$ cat config.mk
export PLATFORM = sky130hd
export DESIGN_NAME = rti_return_handler
export DESIGN_NICKNAME = d
export VERILOG_FILES = /design/src/rtl/int_pkg.sv /design/src/rtl/rti_pop_capture.sv /design/src/rtl/rti_return_handler.sv
export SDC_FILE = /design/constraint.sdc
export NUM_CORES = 1
export LEC_CHECK = 0
export CAP_MARGIN = 20
export CELL_PAD_IN_SITES_DETAIL_PLACEMENT = 0
export CELL_PAD_IN_SITES_GLOBAL_PLACEMENT = 2
export CORE_UTILIZATION = 26
export DETAILED_ROUTE_END_ITERATION = 7
export HOLD_SLACK_MARGIN = 0.15
export PLACE_DENSITY = 0.83
export RECOVER_POWER = 50
export REMOVE_ABC_BUFFERS = 1
export SLEW_MARGIN = 20
export SYNTH_ARGS = -nofsm -noshare
export SYNTH_HDL_FRONTEND = slang
export SYNTH_HIERARCHICAL = 1
export SYNTH_SLANG_ARGS = --single-unit
export TNS_END_PERCENT = 10
$ cat constraint.sdc
create_clock -name clk -period 2.4 [get_ports clk]
set_clock_uncertainty 0.2 [all_clocks]
set_input_delay 0.48 -clock clk [delete_from_list [all_inputs] [get_ports clk]]
set_output_delay 0.48 -clock clk [all_outputs]
set_load 0.01 [all_outputs]
$ cat src/rtl/int_pkg.sv
// Shared interrupt-protocol definitions: injected opcodes, RTI sequencer state
// encoding and default widths used by the entry and return handlers.
package int_pkg;

   localparam logic [15:0] NOP_INSTR   = 16'b0000011111111000;
   localparam logic [15:0] POPF_INSTR  = 16'hF500;
   localparam logic [15:0] POPPC_INSTR = 16'hF580;

   localparam int FLAG_W_DEF = 4;
   localparam int PC_W_DEF   = 32;

   typedef enum logic [2:0] {
      ST_IDLE     = 3'd0,
      ST_BUBBLE   = 3'd1,
      ST_POPF     = 3'd2,
      ST_POPPC    = 3'd3,
      ST_WAIT     = 3'd4,
      ST_REDIRECT = 3'd5,
      ST_ABORT    = 3'd6
   } rti_state_e;

   // Width of a counter that must hold max_val without wrapping (never below 1 bit).
   function automatic int cnt_width(input int max_val);
      return (max_val < 1) ? 1 : $clog2(max_val + 1);
   endfunction

endpackage

$ cat src/rtl/rti_pop_capture.sv
// Holding registers for the popped flags and PC. Exposes next-cycle values so the
// sequencer can register its redirect outputs in the same edge the pair completes.
module rti_pop_capture #(
   parameter int PC_W   = 32,
   parameter int FLAG_W = 4
) (
   input  logic              clk,
   input  logic              rst,
   input  logic              clear_i,
   input  logic              sample_i,
   input  logic              flags_valid_i,
   input  logic [FLAG_W-1:0] flags_data_i,
   input  logic              pc_valid_i,
   input  logic [PC_W-1:0]   pc_data_i,
   output logic [FLAG_W-1:0] flags_d_o,
   output logic [PC_W-1:0]   pc_d_o,
   output logic              both_d_o
);

   logic              flags_v_q, flags_v_d;
   logic              pc_v_q, pc_v_d;
   logic [FLAG_W-1:0] flags_q, flags_d;
   logic [PC_W-1:0]   pc_q, pc_d;

   // Next capture state: a later valid overwrites the held value (last wins).
   always_comb begin
      flags_v_d = flags_v_q;
      flags_d   = flags_q;
      pc_v_d    = pc_v_q;
      pc_d      = pc_q;
      if (clear_i) begin
         flags_v_d = 1'b0;
         flags_d   = '0;
         pc_v_d    = 1'b0;
         pc_d      = '0;
      end else if (sample_i) begin
         if (flags_valid_i) begin
            flags_v_d = 1'b1;
            flags_d   = flags_data_i;
         end else begin
            flags_v_d = flags_v_q;
            flags_d   = flags_q;
         end
         if (pc_valid_i) begin
            pc_v_d = 1'b1;
            pc_d   = pc_data_i;
         end else begin
            pc_v_d = pc_v_q;
            pc_d   = pc_q;
         end
      end else begin
         flags_v_d = flags_v_q;
         pc_v_d    = pc_v_q;
      end
   end

   // Capture registers with synchronous reset.
   always_ff @(posedge clk) begin
      if (rst) begin
         flags_v_q <= 1'b0;
         flags_q   <= '0;
         pc_v_q    <= 1'b0;
         pc_q      <= '0;
      end else begin
         flags_v_q <= flags_v_d;
         flags_q   <= flags_d;
         pc_v_q    <= pc_v_d;
         pc_q      <= pc_d;
      end
   end

   assign flags_d_o = flags_d;
   assign pc_d_o    = pc_d;
   assign both_d_o  = flags_v_d & pc_v_d;

endmodule

$ cat src/rtl/rti_return_handler.sv
// RTI sequencer: stalls fetch, injects NOP/POPF/POPPC into decode, collects the
// popped flags and PC, then redirects fetch and restores flags (or aborts on timeout).
module rti_return_handler
   import int_pkg::*;
#(
   parameter int BUBBLE_CYCLES = 1,
   parameter int WAIT_LIMIT    = 8,
   parameter int PC_W          = PC_W_DEF,
   parameter int FLAG_W        = FLAG_W_DEF
) (
   input  logic              clk,
   input  logic              rst,
   input  logic              rtiDetected,
   input  logic              interruptBusy,
   input  logic              popFlagsValid,
   input  logic [FLAG_W-1:0] popFlagsData,
   input  logic              popPcValid,
   input  logic [PC_W-1:0]   popPcData,
   output logic              stallFetch,
   output logic              injectValid,
   output logic [15:0]       injectInstruction,
   output logic              restoreFlagsValid,
   output logic [FLAG_W-1:0] restoreFlags,
   output logic              rtiRedirect,
   output logic [PC_W-1:0]   rtiRedirectPC,
   output logic              rtiError,
   output logic              busy
);

   localparam int BUB_W  = cnt_width(BUBBLE_CYCLES);
   localparam int WAIT_W = cnt_width(WAIT_LIMIT);

   rti_state_e        state_q, state_d;
   logic [BUB_W-1:0]  bub_cnt_q, bub_cnt_d;
   logic [WAIT_W-1:0] wait_cnt_q, wait_cnt_d;

   logic              stall_q, inject_valid_q, busy_q;
   logic [15:0]       inject_instr_q;
   logic              restore_valid_q, redirect_q, error_q;
   logic [FLAG_W-1:0] restore_flags_q;
   logic [PC_W-1:0]   redirect_pc_q;

   logic              cap_clear_s, cap_sample_s, cap_both_s;
   logic [FLAG_W-1:0] cap_flags_s;
   logic [PC_W-1:0]   cap_pc_s;

   assign cap_clear_s  = (state_q == ST_IDLE);
   assign cap_sample_s = (state_q == ST_POPF) || (state_q == ST_POPPC) || (state_q == ST_WAIT);

   rti_pop_capture #(
      .PC_W   (PC_W),
      .FLAG_W (FLAG_W)
   ) u_capture (
      .clk           (clk),
      .rst           (rst),
      .clear_i       (cap_clear_s),
      .sample_i      (cap_sample_s),
      .flags_valid_i (popFlagsValid),
      .flags_data_i  (popFlagsData),
      .pc_valid_i    (popPcValid),
      .pc_data_i     (popPcData),
      .flags_d_o     (cap_flags_s),
      .pc_d_o        (cap_pc_s),
      .both_d_o      (cap_both_s)
   );

   // Next-state and counter logic; a pair completing in WAIT beats the timeout.
   always_comb begin
      state_d    = state_q;
      bub_cnt_d  = bub_cnt_q;
      wait_cnt_d = wait_cnt_q;
      case (state_q)
         ST_IDLE: begin
            if (rtiDetected && !interruptBusy) begin
               bub_cnt_d = '0;
               state_d   = (BUBBLE_CYCLES == 0) ? ST_POPF : ST_BUBBLE;
            end else begin
               state_d = ST_IDLE;
            end
         end
         ST_BUBBLE: begin
            if ((int'(bub_cnt_q) + 1) >= BUBBLE_CYCLES) begin
               state_d = ST_POPF;
            end else begin
               bub_cnt_d = bub_cnt_q + BUB_W'(1);
            end
         end
         ST_POPF:  state_d = ST_POPPC;
         ST_POPPC: begin
            wait_cnt_d = WAIT_W'(1);
            state_d    = ST_WAIT;
         end
         ST_WAIT: begin
            if (cap_both_s) begin
               state_d = ST_REDIRECT;
            end else if (wait_cnt_q >= WAIT_W'(WAIT_LIMIT)) begin
               state_d = ST_ABORT;
            end else begin
               wait_cnt_d = wait_cnt_q + WAIT_W'(1);
            end
         end
         ST_REDIRECT: state_d = ST_IDLE;
         ST_ABORT:    state_d = ST_IDLE;
         default:     state_d = ST_IDLE;
      endcase
   end

   // State, counters and outputs registered together from the next state.
   always_ff @(posedge clk) begin
      if (rst) begin
         state_q         <= ST_IDLE;
         bub_cnt_q       <= '0;
         wait_cnt_q      <= '0;
         stall_q         <= 1'b0;
         inject_valid_q  <= 1'b0;
         busy_q          <= 1'b0;
         inject_instr_q  <= NOP_INSTR;
         restore_valid_q <= 1'b0;
         restore_flags_q <= '0;
         redirect_q      <= 1'b0;
         redirect_pc_q   <= '0;
         error_q         <= 1'b0;
      end else begin
         state_q         <= state_d;
         bub_cnt_q       <= bub_cnt_d;
         wait_cnt_q      <= wait_cnt_d;
         stall_q         <= (state_d != ST_IDLE);
         inject_valid_q  <= (state_d != ST_IDLE);
         busy_q          <= (state_d != ST_IDLE);
         case (state_d)
            ST_POPF:  inject_instr_q <= POPF_INSTR;
            ST_POPPC: inject_instr_q <= POPPC_INSTR;
            default:  inject_instr_q <= NOP_INSTR;
         endcase
         restore_valid_q <= (state_d == ST_REDIRECT);
         restore_flags_q <= (state_d == ST_REDIRECT) ? cap_flags_s : '0;
         redirect_q      <= (state_d == ST_REDIRECT);
         redirect_pc_q   <= (state_d == ST_REDIRECT) ? cap_pc_s : '0;
         error_q         <= (state_d == ST_ABORT);
      end
   end

   assign stallFetch        = stall_q;
   assign injectValid       = inject_valid_q;
   assign injectInstruction = inject_instr_q;
   assign restoreFlagsValid = restore_valid_q;
   assign restoreFlags      = restore_flags_q;
   assign rtiRedirect       = redirect_q;
   assign rtiRedirectPC     = redirect_pc_q;
   assign rtiError          = error_q;
   assign busy              = busy_q;

endmodule

Yosys cells after proc, flatten, opt, wreduce, memory -nomap -nowiden
Cells that the tools add are included.
{ "op_classes": {"n_mul": 0, "bitwise_logic": 2, "n_div": 0, "muxes": 24, "addsub": 3, "eq_ne": 12, "shift": 0, "n_reduce_logical": 11, "order_cmp": 2} }
{ "ops": {"columns": ["cell", "n"], "rows": [
  ["$mux W32", 3],
  ["$pmux W16 S2", 1],
  ["$mux W4", 5],
  ["$pmux W3 S5", 1],
  ["$eq A3 B2 Y1 const B", 4],
  ["$eq A3 B3 Y1 const B", 3],
  ["$mux W1", 9],
  ["$mux W3", 3],
  ["$pmux W4 S2", 1],
  ["$ne A2 B2 Y1 const B", 3],
  ["$reduce_and A3 Y1", 2],
  ["$add A4 B1 Y4 const B", 1],
  ["$ge A4 B4 Y1 const B", 1],
  ["$reduce_bool A2 Y1", 2],
  ["$eq A3 B1 Y1 const B", 1],
  ["$logic_not A3 Y1", 1],
  ["$reduce_bool A3 Y1", 1],
  ["$add A1 B1 Y2 const B", 1],
  ["$ge A2 B1 Y1 const B", 1],
  ["$logic_or A1 B1 Y1", 2],
  ["$ne A2 B1 Y1 const B", 1],
  ["$pmux W1 S2", 1],
  ["$reduce_or A2 Y1", 1],
  ["$add A1 B1 Y1 const B", 1],
  ["other kinds (4)", 4]
]} }
{ "totals": {"register_bits": 101, "latchBits": 0, "mem_bits_rw": 0, "wordCells": 67, "mem_bits_ro": 0, "n_memories": 0} }

Logic depth before layout (Yosys ltp)
{ "depth": {"depth_word": 11, "ltp_mapped": 12, "depth_no_buf": 8} }

Cells and area by module
Netlist, hierarchy kept.
{ "modules_own_cells": {"columns": ["mod", "area_each_um2", "instances", "cells_per_inst", "seq_area_each_um2"], "rows": [
  ["rti_pop_capture", 1948.1, 1, 212, 760.7],
  ["rti_return_handler", 1657.8, 1, 156, 980.9]
]} }

Least setup slack after synthesis
No wires, ideal clock.
{ "synth_path": {"path_kind": "reg2reg", "startpoint": "register state_q[2]", "endpoint": "register wait_cnt_q[2]", "period_less_slack_ps": 2644, "n_path_buf": 3, "path_stages_with_launch": 10, "slack_ps": -244, "t_arrival_ps": 2375, "t_required_ps": 2130, "setup_ps": 70, "path_cell_list": "dfxtp_1 > clkbuf_1 > o21ai_0 > buf_6 > buf_4 > a21oi_1 > nor3_1 > or4b_4 > or4_1 > a21oi_1"} }
{ "synth_via": {"elab_chain_len": 8, "word_cells_on_any_way": 16, "classes_between": "5 x eq/ne; 5 x mux; 1 x bitwise; 5 x reduce/logical"} }
{ "synth_lines": {"columns": ["item", "line", "rtl"], "rows": [
  ["start, declared", "rti_return_handler.sv:33", "rti_state_e state_q, state_d;"],
  ["start signal, assigned", "rti_return_handler.sv:124", "state_q <= state_d;"],
  ["$eq A3 B2 Y1", "rti_return_handler.sv:48", "assign cap_sample_s = (state_q == ST_POPF) || (state_q == ST_POPPC) || (state_q == ST_WAIT);"],
  ["$logic_or A1 B1 Y1", "rti_return_handler.sv:48", null],
  ["$logic_or A1 B1 Y1 (*)", "rti_return_handler.sv:48", null],
  ["net cap_sample_s", "rti_return_handler.sv:43", "logic cap_clear_s, cap_sample_s, cap_both_s;"],
  ["$mux W1", "rti_pop_capture.sv:36", "end else if (sample_i) begin"],
  ["$mux W1", "rti_pop_capture.sv:31", "if (clear_i) begin"],
  ["$and A1 B1 Y1 (*)", "rti_pop_capture.sv:74", "assign both_d_o = flags_v_d & pc_v_d;"],
  ["net cap_both_s", "rti_return_handler.sv:43", null],
  ["$ne A2 B2 Y1 (no line) (*)", null, null],
  ["$reduce_and A3 Y1 (no line) (*)", null, null],
  ["end signal, assigned", "rti_return_handler.sv:126", "wait_cnt_q <= wait_cnt_d;"],
  ["end, declared", "rti_return_handler.sv:35", "logic [WAIT_W-1:0] wait_cnt_q, wait_cnt_d;"]
]} }
The timed path passes the listed nets; every way through them passes the cells marked *.
A chain may end at the register's enable or synchronous reset.

Final worst setup path
{ "layout_path": {"startpoint": "register state_q[0]", "endpoint": "register wait_cnt_q[2]"} }
{ "layout_via": {"word_cells_on_any_way": 16, "classes_between": "5 x eq/ne; 5 x mux; 1 x bitwise; 5 x reduce/logical"} }
{ "layout_lines": {"columns": ["item", "line", "rtl"], "rows": [
  ["$logic_not A3 Y1 (*)", "rti_return_handler.sv:47", "assign cap_clear_s = (state_q == ST_IDLE);"],
  ["net cap_clear_s", "rti_return_handler.sv:43", null],
  ["$mux W1", "rti_pop_capture.sv:31", null],
  ["$and A1 B1 Y1 (*)", "rti_pop_capture.sv:74", null],
  ["net cap_both_s", "rti_return_handler.sv:43", null],
  ["$ne A2 B2 Y1 (no line) (*)", null, null],
  ["$reduce_and A3 Y1 (no line) (*)", null, null]
]} }
Marked as above.

==> Flow_metrics.wiki <==
{| class="wikitable"
! Metric !! Value
|-
| Flip-flop cell with the highest count after synthesis || sky130_fd_sc_hd__dfxtp_1
|-
| Comb power frac || 12.7%
|-
| Most frequent standard cell in the layout excluding fill and tap cells || sky130_fd_sc_hd__dfxtp_1
|-
| Max-capacitance violation count || 0
|-
| Number of CTS-inserted buffers || 9
|-
| Yosys Warn Count || 6
|-
| Flop pwr share || 44.6%
|-
| Crit path launch || state_q[0]
|-
| Part of the Yosys area used for sequential elements || 48.3%
|-
| Number of stages on the worst hold path || 3
|-
| Antenna Diode Count || 0
|-
| Insertion delay to the later sink of the worst-skew pair || 340 ps
|-
| Critical-path top delay cell || sky130_fd_sc_hd__or4b_4
|-
| Half-perimeter wire length after placement || 5180 µm
|-
| Mapped Avg Cell Area || 9.80 µm²
|-
| Number of synthesized flops with an enable pin || 0
|-
| Netlist area before placement || 3610 µm²
|-
| R2R setup slack || 160 ps
|-
| Hold_sp || popPcValid
|-
| Synthesis-to-finish area growth || 35.2%
|-
| Clock Pin Slew Worst Setup and Hold Paths || 60 ps
|-
| Slew Viols, Final || 0
|-
| Post-cts gate resize count || 0
|-
| Initial antenna violation count || 0
|-
| Chip height || 120 µm
|-
| Final cell count without fillers || 624
|-
| Initial cell density of the core || 26.9%
|-
| Worst min-delay path endpoint || u_capture/pc_v_q
|-
| Core Rows || 42
|-
| Via count || 2,779
|-
| Count of unresolved DRC violations after routing || 0
|-
| Start-to-end type of the worst setup path || reg -> reg
|-
| Post-layout net count || 488
|-
| Net switching power || 823 µW
|-
| Synthesized instance count || 368
|-
| Hold bufs inserted after CTS || 0
|-
| PortBufs || 93
|-
| Kind of launch point of the worst setup path || flip-flop
|-
| Number of unique standard cell types used by synthesis || 37
|-
| Synthesis-stage register bit count || 87
|-
| Share of power burned in the clock network || 42.7%
|-
| Most frequent cells in the layout || sky130_fd_sc_hd__dfxtp_1 (87), sky130_fd_sc_hd__a21oi_1 (55), sky130_fd_sc_hd__dlygate4sd3_1 (53)
|-
| Result of the run || completed
|-
| Number of setup buffers added after CTS || 0
|-
| DRC violation total after the first TritonRoute iteration || 169
|-
| Worst path arrival time || 2310 ps
|-
| Switching Share || 24.9%
|-
| Largest stage delay, worst path || 490 ps
|-
| Bufs on Longest Clock Path || 2
|-
| P per Cell Area || 678 nW/µm²
|-
| Class of the worst hold path || in -> reg
|-
| Nature of the critical path endpoint || flip-flop
|-
| End of the worst register-to-register path || wait_cnt_q[2]
|-
| Peak fanout along the critical path || 8
|-
| Source of the worst register-to-register timing path || state_q[0]
|-
| Unrepaired setup endpoints after global routing || false
|-
| Routed wire length || 8050 µm
|-
| Worst Path Buf+Inv || 1
|-
| Pre-Repair DR Iteration Count || 4
|-
| Number of global-route vias before repair || 2,730
|-
| Count of antenna-violating nets left after detailed routing || 0
|-
| Share of final-layout standard cells stronger than drive strength 1 || 16.7%
|-
| Ys async rst share || 0%
|-
| Final critical delay including setup and external delays || 2240 ps
|-
| TritonCTS clock tree || built
|-
| Fin util || 36.4%
|-
| Critical path's top delay family || simple AND/OR/NAND/NOR gates
|-
| Die width || 120 µm
|-
| Total placed cells including tap cells || 609
|-
| Data required time of the critical path || 2470 ps
|-
| Placeable core region || 13,400 µm²
|-
| Sinks on the clock net || 87
|-
| Maximum number of pins on one net before global-route repair || 65
|-
| Cell-internal power || 2.48 mW
|-
| Die footprint || 14,300 µm²
|-
| Setup-failing EPs final || 0
|-
| Aggregate global-route resource usage || 12.0%
|-
| Headroom to the max-slew limit || 54.7%
|-
| Placer congestion estimate || 0.764
|-
| Num ports || 100
|-
| First-pass GRT wire length || 13,500 µm
|-
| H-Tree Depth || 3
|-
| Maximum operating frequency || 0.447 GHz
|-
| Total negative slack || 0 ps
|-
| Total grt overflow || 0
|-
| Average wire per cell in the routed design || 12.9 µm
|-
| Clock root buffer || sky130_fd_sc_hd__clkbuf_16
|-
| Logic depth of the worst register-to-register path || 7
|-
| Detail-routed via count per cell || 4.45
|-
| Final critical-path share of the clock period || 93.2%
|-
| Worst voltage drop across the vdd grid || 0.303 mV
|-
| Standby leakage power || 1.84 nW
|-
| Hold Violations, Final || 0
|-
| Critical path, cell by cell || buf_4 -> or2_0 -> nor2_4 -> nor3_1 -> or4b_4 -> or4_1 -> a21oi_1
|-
| Worst slew pin tran || 679 ps
|}
==> state kept, by name (all words and copies together) (netlist names) <==
signal	cells
u_capture/flags_q	4
u_capture/pc_q	32
rtiRedirect	1
rtiRedirectPC	32
busy	1
u_capture/flags_v_q	1
restoreFlags	4
wait_cnt_q	4
u_capture/pc_v_q	1
rtiError	1
state_q	3
injectInstruction	3
==> cell families (layout without fill, tap and decap cells) <==
kind of cell / Yosys count / count (layout) / share of synthesized area [%]
compound gates: 123 / 123 / 25.1
simple gates: 99 / 99 / 15.5
flops: 87 / 87 / 48.3
buf+inv: 54 / 130 / 9.99
fa+ha+maj: 2 / 2 / 0.694
other cells: 2 / 6 / 0.208
xor+xnor: 1 / 1 / 0.243
==> how the worst max path moves through the flow <==
stage	to	slack, ps	cells after the start
after CTS	wait_cnt_q[2]	130	8
final	wait_cnt_q[2]	160	7
after global placement	wait_cnt_q[2]	-100	6
after detailed placement	wait_cnt_q[2]	-120	6
after floorplan	restoreFlags[0]	-4060	7
after global routing	wait_cnt_q[2]	40	8
==> cell usage after synthesis (all sizes together), types with 2 or more instances <==
master  number  area share [%]
nor3         4            0.69
clkbuf       7            0.73
o31ai        3            0.62
conb         2            0.21
a21oi       78              13
dfxtp       87              48
nand3       37             5.1
or2          2            0.35
and2        36             6.2
inv          6            0.62
a21bo       36              10
nor2         8            0.83
nand2        4            0.42
ha           2            0.69
buf         41             8.6
==> power groups by stage <==
stage / logic, mW / registers (mW) / clock network [mW]
3_3_place_gp: 0.435 / 1.51 / 0
3_5_place_dp: 0.435 / 1.51 / 0
5_1_grt: 0.462 / 1.48 / 1.52
4_1_cts: 0.438 / 1.48 / 1.46
2_1_floorplan: 0.170 / 1.53 / 0
6_report: 0.419 / 1.48 / 1.41
==> layer usage <==
layer	global-route usage (%)	wire length (µm)
met1	14.9	3850
met2	19.4	3720
met3	2.71	300
met4	6.56	182
met5	0	0
==> per-stage QoR <==
step	setup WS [ps]	power [mW]	hold WS, ps	cell area [µm²]
after global routing	42.8	3.46	302	4870
after detailed placement	-116	1.94	268	4590
after global placement	-96.6	1.94	264	4590
after floorplan	-4060	1.70	239	3280
after CTS	129	3.37	281	4890
final	164	3.30	274	4870
==> worst min-delay path, stage by stage <==
cell and delay [ps]:
sky130_fd_sc_hd__buf_2 130, sky130_fd_sc_hd__a21oi_2 80, sky130_fd_sc_hd__nor2_1 90
==> cell type report <==
type	count	area [µm²]
clock buffer	12	256
tap	176	220
timing repair buffer	109	1040
clock inverter	3	42.5
fill	1349	8530
sequential	87	1740
multi-input combinational	231	1550
inverter	6	22.5
No activity file was read; power rests on OpenSTA's default activity.
